[config.mk]
export PLATFORM = sky130hd
export DESIGN_NAME = pipeline_hazard_ctrl
export DESIGN_NICKNAME = d
export VERILOG_FILES = /design/src/rtl/pipeline_hazard_ctrl_pkg.sv /design/src/rtl/pipeline_hazard_ctrl_forward.sv /design/src/rtl/pipeline_hazard_ctrl.sv
export SDC_FILE = /design/constraint.sdc
export NUM_CORES = 1
export LEC_CHECK = 0
export ABC_AREA = 1
export BUFFER_PORTS_ARGS = -buffer_cell sky130_fd_sc_hd__buf_4
export CORE_MARGIN = 2
export CORE_UTILIZATION = 25
export DETAILED_ROUTE_END_ITERATION = 16
export RECOVER_POWER = 50
export SETUP_SLACK_MARGIN = 0.2
export SLEW_MARGIN = 20
export SYNTH_ARGS = -nofsm -noshare
export SYNTH_HDL_FRONTEND = slang
export SYNTH_SLANG_ARGS = --single-unit
[constraint.sdc]
create_clock -name clk -period 3.15 [get_ports clk]
set_clock_uncertainty 0.2 [all_clocks]
set_input_delay 0.4725 -clock clk [delete_from_list [all_inputs] [get_ports clk]]
set_output_delay 0.4725 -clock clk [all_outputs]
set_load 0.05 [all_outputs]
[src/rtl/pipeline_hazard_ctrl_pkg.sv]
// Shared encodings for the pipeline hazard controller: forwarding selects,
// register-index width and the DMEM wait FSM states.
package pipeline_hazard_ctrl_pkg;

    localparam int REG_W = 5;

    localparam logic [1:0] FWD_RF  = 2'b00;
    localparam logic [1:0] FWD_WB  = 2'b01;
    localparam logic [1:0] FWD_MEM = 2'b10;

    typedef enum logic [0:0] {
        ST_IDLE     = 1'b0,
        ST_MEM_WAIT = 1'b1
    } hz_state_e;

endpackage

[src/rtl/pipeline_hazard_ctrl_forward.sv]
// Forwarding compare for one E-stage source operand against the M and W
// producers.
module hazard_forward_unit
    import pipeline_hazard_ctrl_pkg::*;
(
    input  logic [REG_W-1:0] rs_e,
    input  logic [REG_W-1:0] rd_m,
    input  logic [REG_W-1:0] rd_w,
    input  logic             reg_write_m,
    input  logic             reg_write_w,
    output logic [1:0]       fwd_sel
);

    // Select the youngest in-flight producer of rs_e; x0 is never forwarded
    always_comb begin
        fwd_sel = FWD_RF;
        if (reg_write_m && (rd_m != 5'd0) && (rd_m == rs_e)) begin
            fwd_sel = FWD_MEM;
        end else if (reg_write_w && (rd_w != 5'd0) && (rd_w == rs_e)) begin
            fwd_sel = FWD_WB;
        end else begin
            fwd_sel = FWD_RF;
        end
    end

endmodule

[src/rtl/pipeline_hazard_ctrl.sv]
// Hazard controller for the 5-stage pipeline: operand forwarding, load-use
// stalls, branch flushes, DMEM wait freeze with timeout, stall-cycle counter.
module pipeline_hazard_ctrl
    import pipeline_hazard_ctrl_pkg::*;
#(
    parameter int MEM_TIMEOUT = 16,
    parameter int CNT_W       = 32
) (
    input  logic             clk,
    input  logic             rst,
    input  logic [REG_W-1:0] Rs1D,
    input  logic [REG_W-1:0] Rs2D,
    input  logic [REG_W-1:0] Rs1E,
    input  logic [REG_W-1:0] Rs2E,
    input  logic [REG_W-1:0] RdE,
    input  logic [REG_W-1:0] RdM,
    input  logic [REG_W-1:0] RdW,
    input  logic             RegWriteM,
    input  logic             RegWriteW,
    input  logic             ResultSrcE0,
    input  logic             PCSrcE,
    input  logic             MemReqM,
    input  logic             dmem_ready,
    output logic [1:0]       ForwardAE,
    output logic [1:0]       ForwardBE,
    output logic             StallF,
    output logic             StallD,
    output logic             FlushD,
    output logic             FlushE,
    output logic             FreezeEMW,
    output logic             mem_err,
    output logic [CNT_W-1:0] stall_cycles
);

    localparam int WCNT_W = (MEM_TIMEOUT > 1) ? $clog2(MEM_TIMEOUT) : 1;
    localparam logic [WCNT_W-1:0] WCNT_LAST = WCNT_W'(MEM_TIMEOUT - 1);
    localparam logic [WCNT_W-1:0] WCNT_ONE  = WCNT_W'(1);
    localparam logic [WCNT_W-1:0] WCNT_ZERO = {WCNT_W{1'b0}};
    localparam logic [CNT_W-1:0]  CNT_ONE   = {{(CNT_W-1){1'b0}}, 1'b1};

    hz_state_e         state_q, state_d;
    logic [WCNT_W-1:0] wcnt_q, wcnt_d;
    logic              mem_err_q, mem_err_d;
    logic [CNT_W-1:0]  stall_cycles_q, stall_cycles_d;

    logic [1:0] fwd_a_s;
    logic [1:0] fwd_b_s;
    logic       lw_stall_s;
    logic       mem_wait_s;
    logic       timeout_s;

    hazard_forward_unit u_fwd_a (
        .rs_e        (Rs1E),
        .rd_m        (RdM),
        .rd_w        (RdW),
        .reg_write_m (RegWriteM),
        .reg_write_w (RegWriteW),
        .fwd_sel     (fwd_a_s)
    );

    hazard_forward_unit u_fwd_b (
        .rs_e        (Rs2E),
        .rd_m        (RdM),
        .rd_w        (RdW),
        .reg_write_m (RegWriteM),
        .reg_write_w (RegWriteW),
        .fwd_sel     (fwd_b_s)
    );

    assign lw_stall_s = ResultSrcE0 && (RdE != 5'd0) && ((RdE == Rs1D) || (RdE == Rs2D));

    // DMEM wait FSM: freeze while not ready, give up after MEM_TIMEOUT cycles
    always_comb begin
        state_d    = state_q;
        wcnt_d     = wcnt_q;
        mem_wait_s = 1'b0;
        timeout_s  = 1'b0;
        case (state_q)
            ST_IDLE: begin
                if (MemReqM && !dmem_ready) begin
                    mem_wait_s = 1'b1;
                    state_d    = ST_MEM_WAIT;
                    wcnt_d     = WCNT_ONE;
                end else begin
                    state_d = ST_IDLE;
                    wcnt_d  = WCNT_ZERO;
                end
            end
            ST_MEM_WAIT: begin
                if (dmem_ready) begin
                    state_d = ST_IDLE;
                    wcnt_d  = WCNT_ZERO;
                end else if (wcnt_q == WCNT_LAST) begin
                    // Forced release: the pipeline advances and the error is flagged
                    timeout_s = 1'b1;
                    state_d   = ST_IDLE;
                    wcnt_d    = WCNT_ZERO;
                end else begin
                    mem_wait_s = 1'b1;
                    state_d    = ST_MEM_WAIT;
                    wcnt_d     = wcnt_q + WCNT_ONE;
                end
            end
            default: begin
                state_d = ST_IDLE;
                wcnt_d  = WCNT_ZERO;
            end
        endcase
    end

    // Output priority: reset, then DMEM freeze, then load-use / branch
    always_comb begin
        ForwardAE = FWD_RF;
        ForwardBE = FWD_RF;
        StallF    = 1'b0;
        StallD    = 1'b0;
        FlushD    = 1'b0;
        FlushE    = 1'b0;
        FreezeEMW = 1'b0;
        if (rst) begin
            FlushD = 1'b1;
            FlushE = 1'b1;
        end else if (mem_wait_s) begin
            ForwardAE = fwd_a_s;
            ForwardBE = fwd_b_s;
            StallF    = 1'b1;
            StallD    = 1'b1;
            FreezeEMW = 1'b1;
        end else begin
            ForwardAE = fwd_a_s;
            ForwardBE = fwd_b_s;
            StallF    = lw_stall_s;
            StallD    = lw_stall_s;
            FlushD    = PCSrcE;
            FlushE    = lw_stall_s | PCSrcE;
        end
    end

    // Next values of the error pulse and the free-running stall counter
    always_comb begin
        mem_err_d = timeout_s;
        if (StallF) begin
            stall_cycles_d = stall_cycles_q + CNT_ONE;
        end else begin
            stall_cycles_d = stall_cycles_q;
        end
    end

    // State, wait counter, error pulse and stall counter registers
    always_ff @(posedge clk or posedge rst) begin
        if (rst) begin
            state_q        <= ST_IDLE;
            wcnt_q         <= WCNT_ZERO;
            mem_err_q      <= 1'b0;
            stall_cycles_q <= {CNT_W{1'b0}};
        end else begin
            state_q        <= state_d;
            wcnt_q         <= wcnt_d;
            mem_err_q      <= mem_err_d;
            stall_cycles_q <= stall_cycles_d;
        end
    end

    assign mem_err      = mem_err_q;
    assign stall_cycles = stall_cycles_q;

endmodule

# Yosys cells after proc, flatten, opt, wreduce, memory -nomap -nowiden
# Cells that the tools add are included.
[totals]
reg_bits = 38
in_bits = 43
output_inout_bits = 42
elab_cells = 54
[classes]
addsub = 2
n_eq_ne = 7
muxes = 25
bitwise_logic = 2
reduce_logical = 14
[op_table]
columns = ["operator", "n"]
rows = [
  ["32-bit by 1-bit adder with 32-bit output, second input constant", 1],
  ["5-bit == test", 6],
  ["1-bit 2-to-1 mux", 17],
  ["5-bit nonzero test", 3],
  ["1-bit logical AND", 9],
  ["2-bit 2-to-1 mux", 4],
  ["4-bit 2-to-1 mux", 2],
  ["4-bit case mux with 2 select lines", 1],
  ["4-bit by 1-bit adder with 4-bit output, second input constant", 1],
  ["4-bit == test, second input constant", 1],
  ["1-bit case mux with 2 select lines", 1],
  ["1-bit logical NOT", 1],
  ["1-bit logical OR", 1],
  ["1-bit inverter", 1],
  ["1-bit OR", 1],
]

# Longest topological paths before layout
[depth]
depth_word = 6
ltp_mapped = 12
depth_no_buf = 11

# Cells and area by module
# A second synthesis with hierarchy kept.
[hier_totals]
cells_unflattened = 521
area_unflattened_um2 = 3088.0
[modules_own_cells]
columns = ["module", "instances", "cells_per_inst", "area_each_um2", "seq_area_each_um2"]
rows = [
  ["pipeline_hazard_ctrl", 1, 421, 2660.1, 950.9],
  ["hazard_forward_unit", 2, 50, 214.0, 0.0],
]

# Worst setup path after synthesis
# OpenSTA, ideal clock, no wires.
[synth_timing]
path_kind = "in2out"
startpoint = "input port rst"
endpoint = "output port FlushD"
arrival_ns = 3.180
required_time_ns = 2.477
slack_ns = -0.703
cell_stages = 4
n_path_buf = 2
cell_sequence = "buf_2 > clkinv_1 > clkbuf_1 > o21ai_0"
[synth_via]
elab_chain_len = 1
[synth_rtl]
columns = ["element", "line", "text"]
rows = [
  ["from (decl)", "pipeline_hazard_ctrl.sv:10", "input logic rst,"],
  ["1-bit 2-to-1 mux", "pipeline_hazard_ctrl.sv:120", "if (rst) begin"],
  ["to (decl)", "pipeline_hazard_ctrl.sv:28", "output logic FlushD,"],
]
# No other way between the ends.

# Final worst setup path
[layout_timing]
startpoint = "register wcnt_q[0]"
endpoint = "output port StallF"
[layout_via]
elab_chain_len = 6
[layout_rtl]
columns = ["element", "line", "text"]
rows = [
  ["from (decl)", "pipeline_hazard_ctrl.sv:42", "logic [WCNT_W-1:0] wcnt_q, wcnt_d;"],
  ["from (signal assigned)", "pipeline_hazard_ctrl.sv:158", "wcnt_q <= wcnt_d;"],
  ["4-bit == test", "pipeline_hazard_ctrl.sv:93", "end else if (wcnt_q == WCNT_LAST) begin"],
  ["1-bit 2-to-1 mux", "pipeline_hazard_ctrl.sv:93", ""],
  ["1-bit 2-to-1 mux", "pipeline_hazard_ctrl.sv:90", "if (dmem_ready) begin"],
  ["1-bit case mux with 2 select lines", "pipeline_hazard_ctrl.sv:78", "case (state_q)"],
  ["named net mem_wait_s", "pipeline_hazard_ctrl.sv:49", "logic mem_wait_s;"],
  ["1-bit 2-to-1 mux", "pipeline_hazard_ctrl.sv:123", "end else if (mem_wait_s) begin"],
  ["1-bit 2-to-1 mux", "pipeline_hazard_ctrl.sv:120", ""],
  ["to (decl)", "pipeline_hazard_ctrl.sv:26", "output logic StallF,"],
]
# The timed path passes the listed nets, and every way through them passes these cells.

==> flow_summary.json <==
{
  "status": "finished clean",
  "htree_levels": 2,
  "hold_path.class": "in -> reg",
  "antenna_found_initial": 0,
  "cp-end-kind": "output port",
  "rr_worst_depth": 11,
  "dpl-instance-area_um2": 3720,
  "utilization": 0.332,
  "syn_area_um2": 2960,
  "io_pins": 85,
  "clkLatencyLatePin_ns": 0.28,
  "viasPerCell": 4.46,
  "startpoint": "wcnt_q[0]$_DFF_PP0_",
  "numPortBuffers": 84,
  "worstPathArrival_ns": 1.82,
  "grt_max_degree": 66,
  "grt_first_pass_wirelength_mm": 13.7,
  "regArea_um2": 951,
  "max_clock_freq_mhz": 402,
  "p_leak_uw": 0.00193,
  "grt_usage": 0.131,
  "fill_cells": 1247,
  "area_growth_pct": 28.7,
  "die_h_um": 113,
  "nets": 594,
  "p_per_area_nw_per_um2": 377,
  "dpl.hpwl_mm": 6.43,
  "grt_pass1_vias": 2965,
  "wire_per_inst_um": 11.7,
  "die_area_um2": 12700,
  "drv_cap": 0,
  "worst-path-max-fanout": 3,
  "crit_type": "reg -> out",
  "max_slew_margin": 0.0436,
  "reg2reg_setup_slack_ns": 1.10,
  "cts_tree": "yes",
  "synth_seq_cells": 38,
  "cp-endpoint": "StallF",
  "clock-sinks": 38,
  "postCtsSetupBuffers": 0,
  "rsz0062_at_grt": "no",
  "grt-ovfl-total": 0,
  "multi_input_area_um2": 1760,
  "synthCells": 466,
  "num_antenna_cells": 0,
  "core_area_um2": 11500,
  "required_ns": 2.48,
  "final.setup.tns_ns": 0,
  "wl_mm": 8.12,
  "drt_pass1_iterations": 7,
  "die_w_um": 113,
  "cp-start-kind": "register",
  "reg2reg_from": "wcnt_q[0]$_DFF_PP0_",
  "setup_violations": 0,
  "fin_crit_ns": 2.49,
  "root_buffer": "clkbuf_16",
  "cts_resized": 0,
  "mostFrequentLayoutCells": "nand2_1 (186), buf_4 (71), nor2_1 (57), inv_1 (47), nand3_1 (44)",
  "synth_fp_nets": 511,
  "vias": 3090,
  "drtIter0Drc": 157,
  "ctsHoldBuffers": 0,
  "final_area_um2": 3810,
  "cts_buffer_depth": 2,
  "fin_crit_sh": 0.790,
  "ant_nets": 0,
  "vdd_drop_max_mv": 0.453,
  "layout-drive-gt1-share": 0.165,
  "clkTransAtPathRegs_ns": 0.06,
  "rows": 39,
  "hold_viol_final": 0,
  "cts_buffers": 5,
  "finalMaxSlewViolations": 0,
  "drc_errors": 0,
  "ys.warnings.count": 0,
  "start_util": 0.258,
  "worst_slew_pin_slew_ns": 1.43,
  "final_common_cell": "nand2_1",
  "r2r_end": "stall_cycles[24]$_DFFE_PP0P_",
  "yosysSeqAreaShare": 0.321,
  "synthDistinctLibCells": 29,
  "routabilityCongestion": 0.883,
  "syn_avg_cell_area_um2": 6.35
}
worst min path at each step:
stage          depth (start not counted)  slack, ns                   to                start
2_1_floorplan                          1       0.26  wcnt_q[0]$_DFF_PP0_  wcnt_q[0]$_DFF_PP0_
3_3_place_gp                           1       0.29  wcnt_q[0]$_DFF_PP0_  wcnt_q[0]$_DFF_PP0_
3_5_place_dp                           1       0.30  wcnt_q[0]$_DFF_PP0_  wcnt_q[0]$_DFF_PP0_
4_1_cts                                2       0.16    mem_err$_DFF_PP0_           dmem_ready
5_1_grt                                2       0.16    mem_err$_DFF_PP0_           dmem_ready
6_report                               2       0.16    mem_err$_DFF_PP0_           dmem_ready
critical path, stage by stage, from the launching register on:
cell and delay [ns]:
dfrtp_1 0.40, ha_1 0.22, nand2_1 0.06, inv_1 0.05, nand2_1 0.08, nand2_1 0.09, nand2_1 0.12, inv_1 0.07
nand2_2 0.08, nand2_2 0.09, inv_1 0.09, buf_4 0.20
synthesized netlist by cell type:
| master | instances | area share |
|---|---|---|
| xor2_1 | 13 | 0.038 |
| a22o_1 | 1 | 0.0030 |
| o22ai_1 | 1 | 0.0021 |
| nor4_1 | 3 | 0.0063 |
| inv_1 | 46 | 0.058 |
| a31oi_1 | 1 | 0.0021 |
| nand2_1 | 186 | 0.24 |
| o21ai_0 | 6 | 0.010 |
| nor2_4 | 2 | 0.0076 |
| nand4_1 | 7 | 0.015 |
| xnor2_1 | 15 | 0.044 |
| buf_2 | 5 | 0.0085 |
| buf_4 | 1 | 0.0025 |
| nand3b_1 | 11 | 0.028 |
| nand3_2 | 2 | 0.0068 |
| nand2_2 | 3 | 0.0063 |
| a211oi_1 | 2 | 0.0051 |
| clkinv_1 | 1 | 0.0013 |
| nor2_1 | 57 | 0.072 |
| nor3_1 | 8 | 0.014 |
| ha_1 | 2 | 0.0085 |
| clkbuf_1 | 2 | 0.0025 |
| nand2_4 | 1 | 0.0038 |
| buf_6 | 3 | 0.011 |
| nor3_2 | 1 | 0.0034 |
| nor2_2 | 2 | 0.0042 |
| nand3_1 | 44 | 0.074 |
| dfrtp_1 | 38 | 0.32 |
| a21oi_1 | 2 | 0.0034 |
cell families after synthesis:
group	share of synthesized area
AO/OA/AOI/OAI	0.0258
XOR/XNOR	0.0828
adder cells (fa/ha/maj)	0.00845
buffers and inverters	0.0845
flip-flops	0.321
AND/OR/NAND/NOR	0.477
through the flow:
stage | hold WS [ns] | total power (uW) | std cells | worst slack (ns)
2_1_floorplan | 0.265 | 818 | 466 | 0.269
3_3_place_gp | 0.292 | 941 | 685 | 1.01
3_5_place_dp | 0.305 | 950 | 685 | 0.963
4_1_cts | 0.156 | 1470 | 693 | 0.651
5_1_grt | 0.159 | 1520 | 693 | 0.400
6_report | 0.163 | 1440 | 693 | 0.662
power breakdown:
group          leakage, uW  total, uW  internal, uW  switching (uW)
logic              0.00133        370           122             248
registers         0.000524        554           515            39.5
clock network    0.0000729        514           313             201
sequential cells by signal (all words and copies together) (netlist names):
| signal | count |
|---|---|
| stall_cycles | 32 |
| state_q | 1 |
| mem_err | 1 |
| wcnt_q | 4 |
routing by layer:
metal	up-vias	GRT usage	wire length, um
met1	1371	0.157	3610
met2	86	0.235	3920
met5	-	0	0
met4	0	0.0415	115
met3	6	0.0236	471
li1	1627	-	-
cell type report:
cell class | instances | area share
Clock buffer | 6 | 0.0364
Clock inverter | 2 | 0.00328
Inverter | 47 | 0.0463
Multi-Input combinational cell | 370 | 0.462
Sequential cell | 38 | 0.250
Tap cell | 143 | 0.0469
Timing Repair Buffer | 87 | 0.156
No activity file was read; power rests on OpenSTA's default activity.
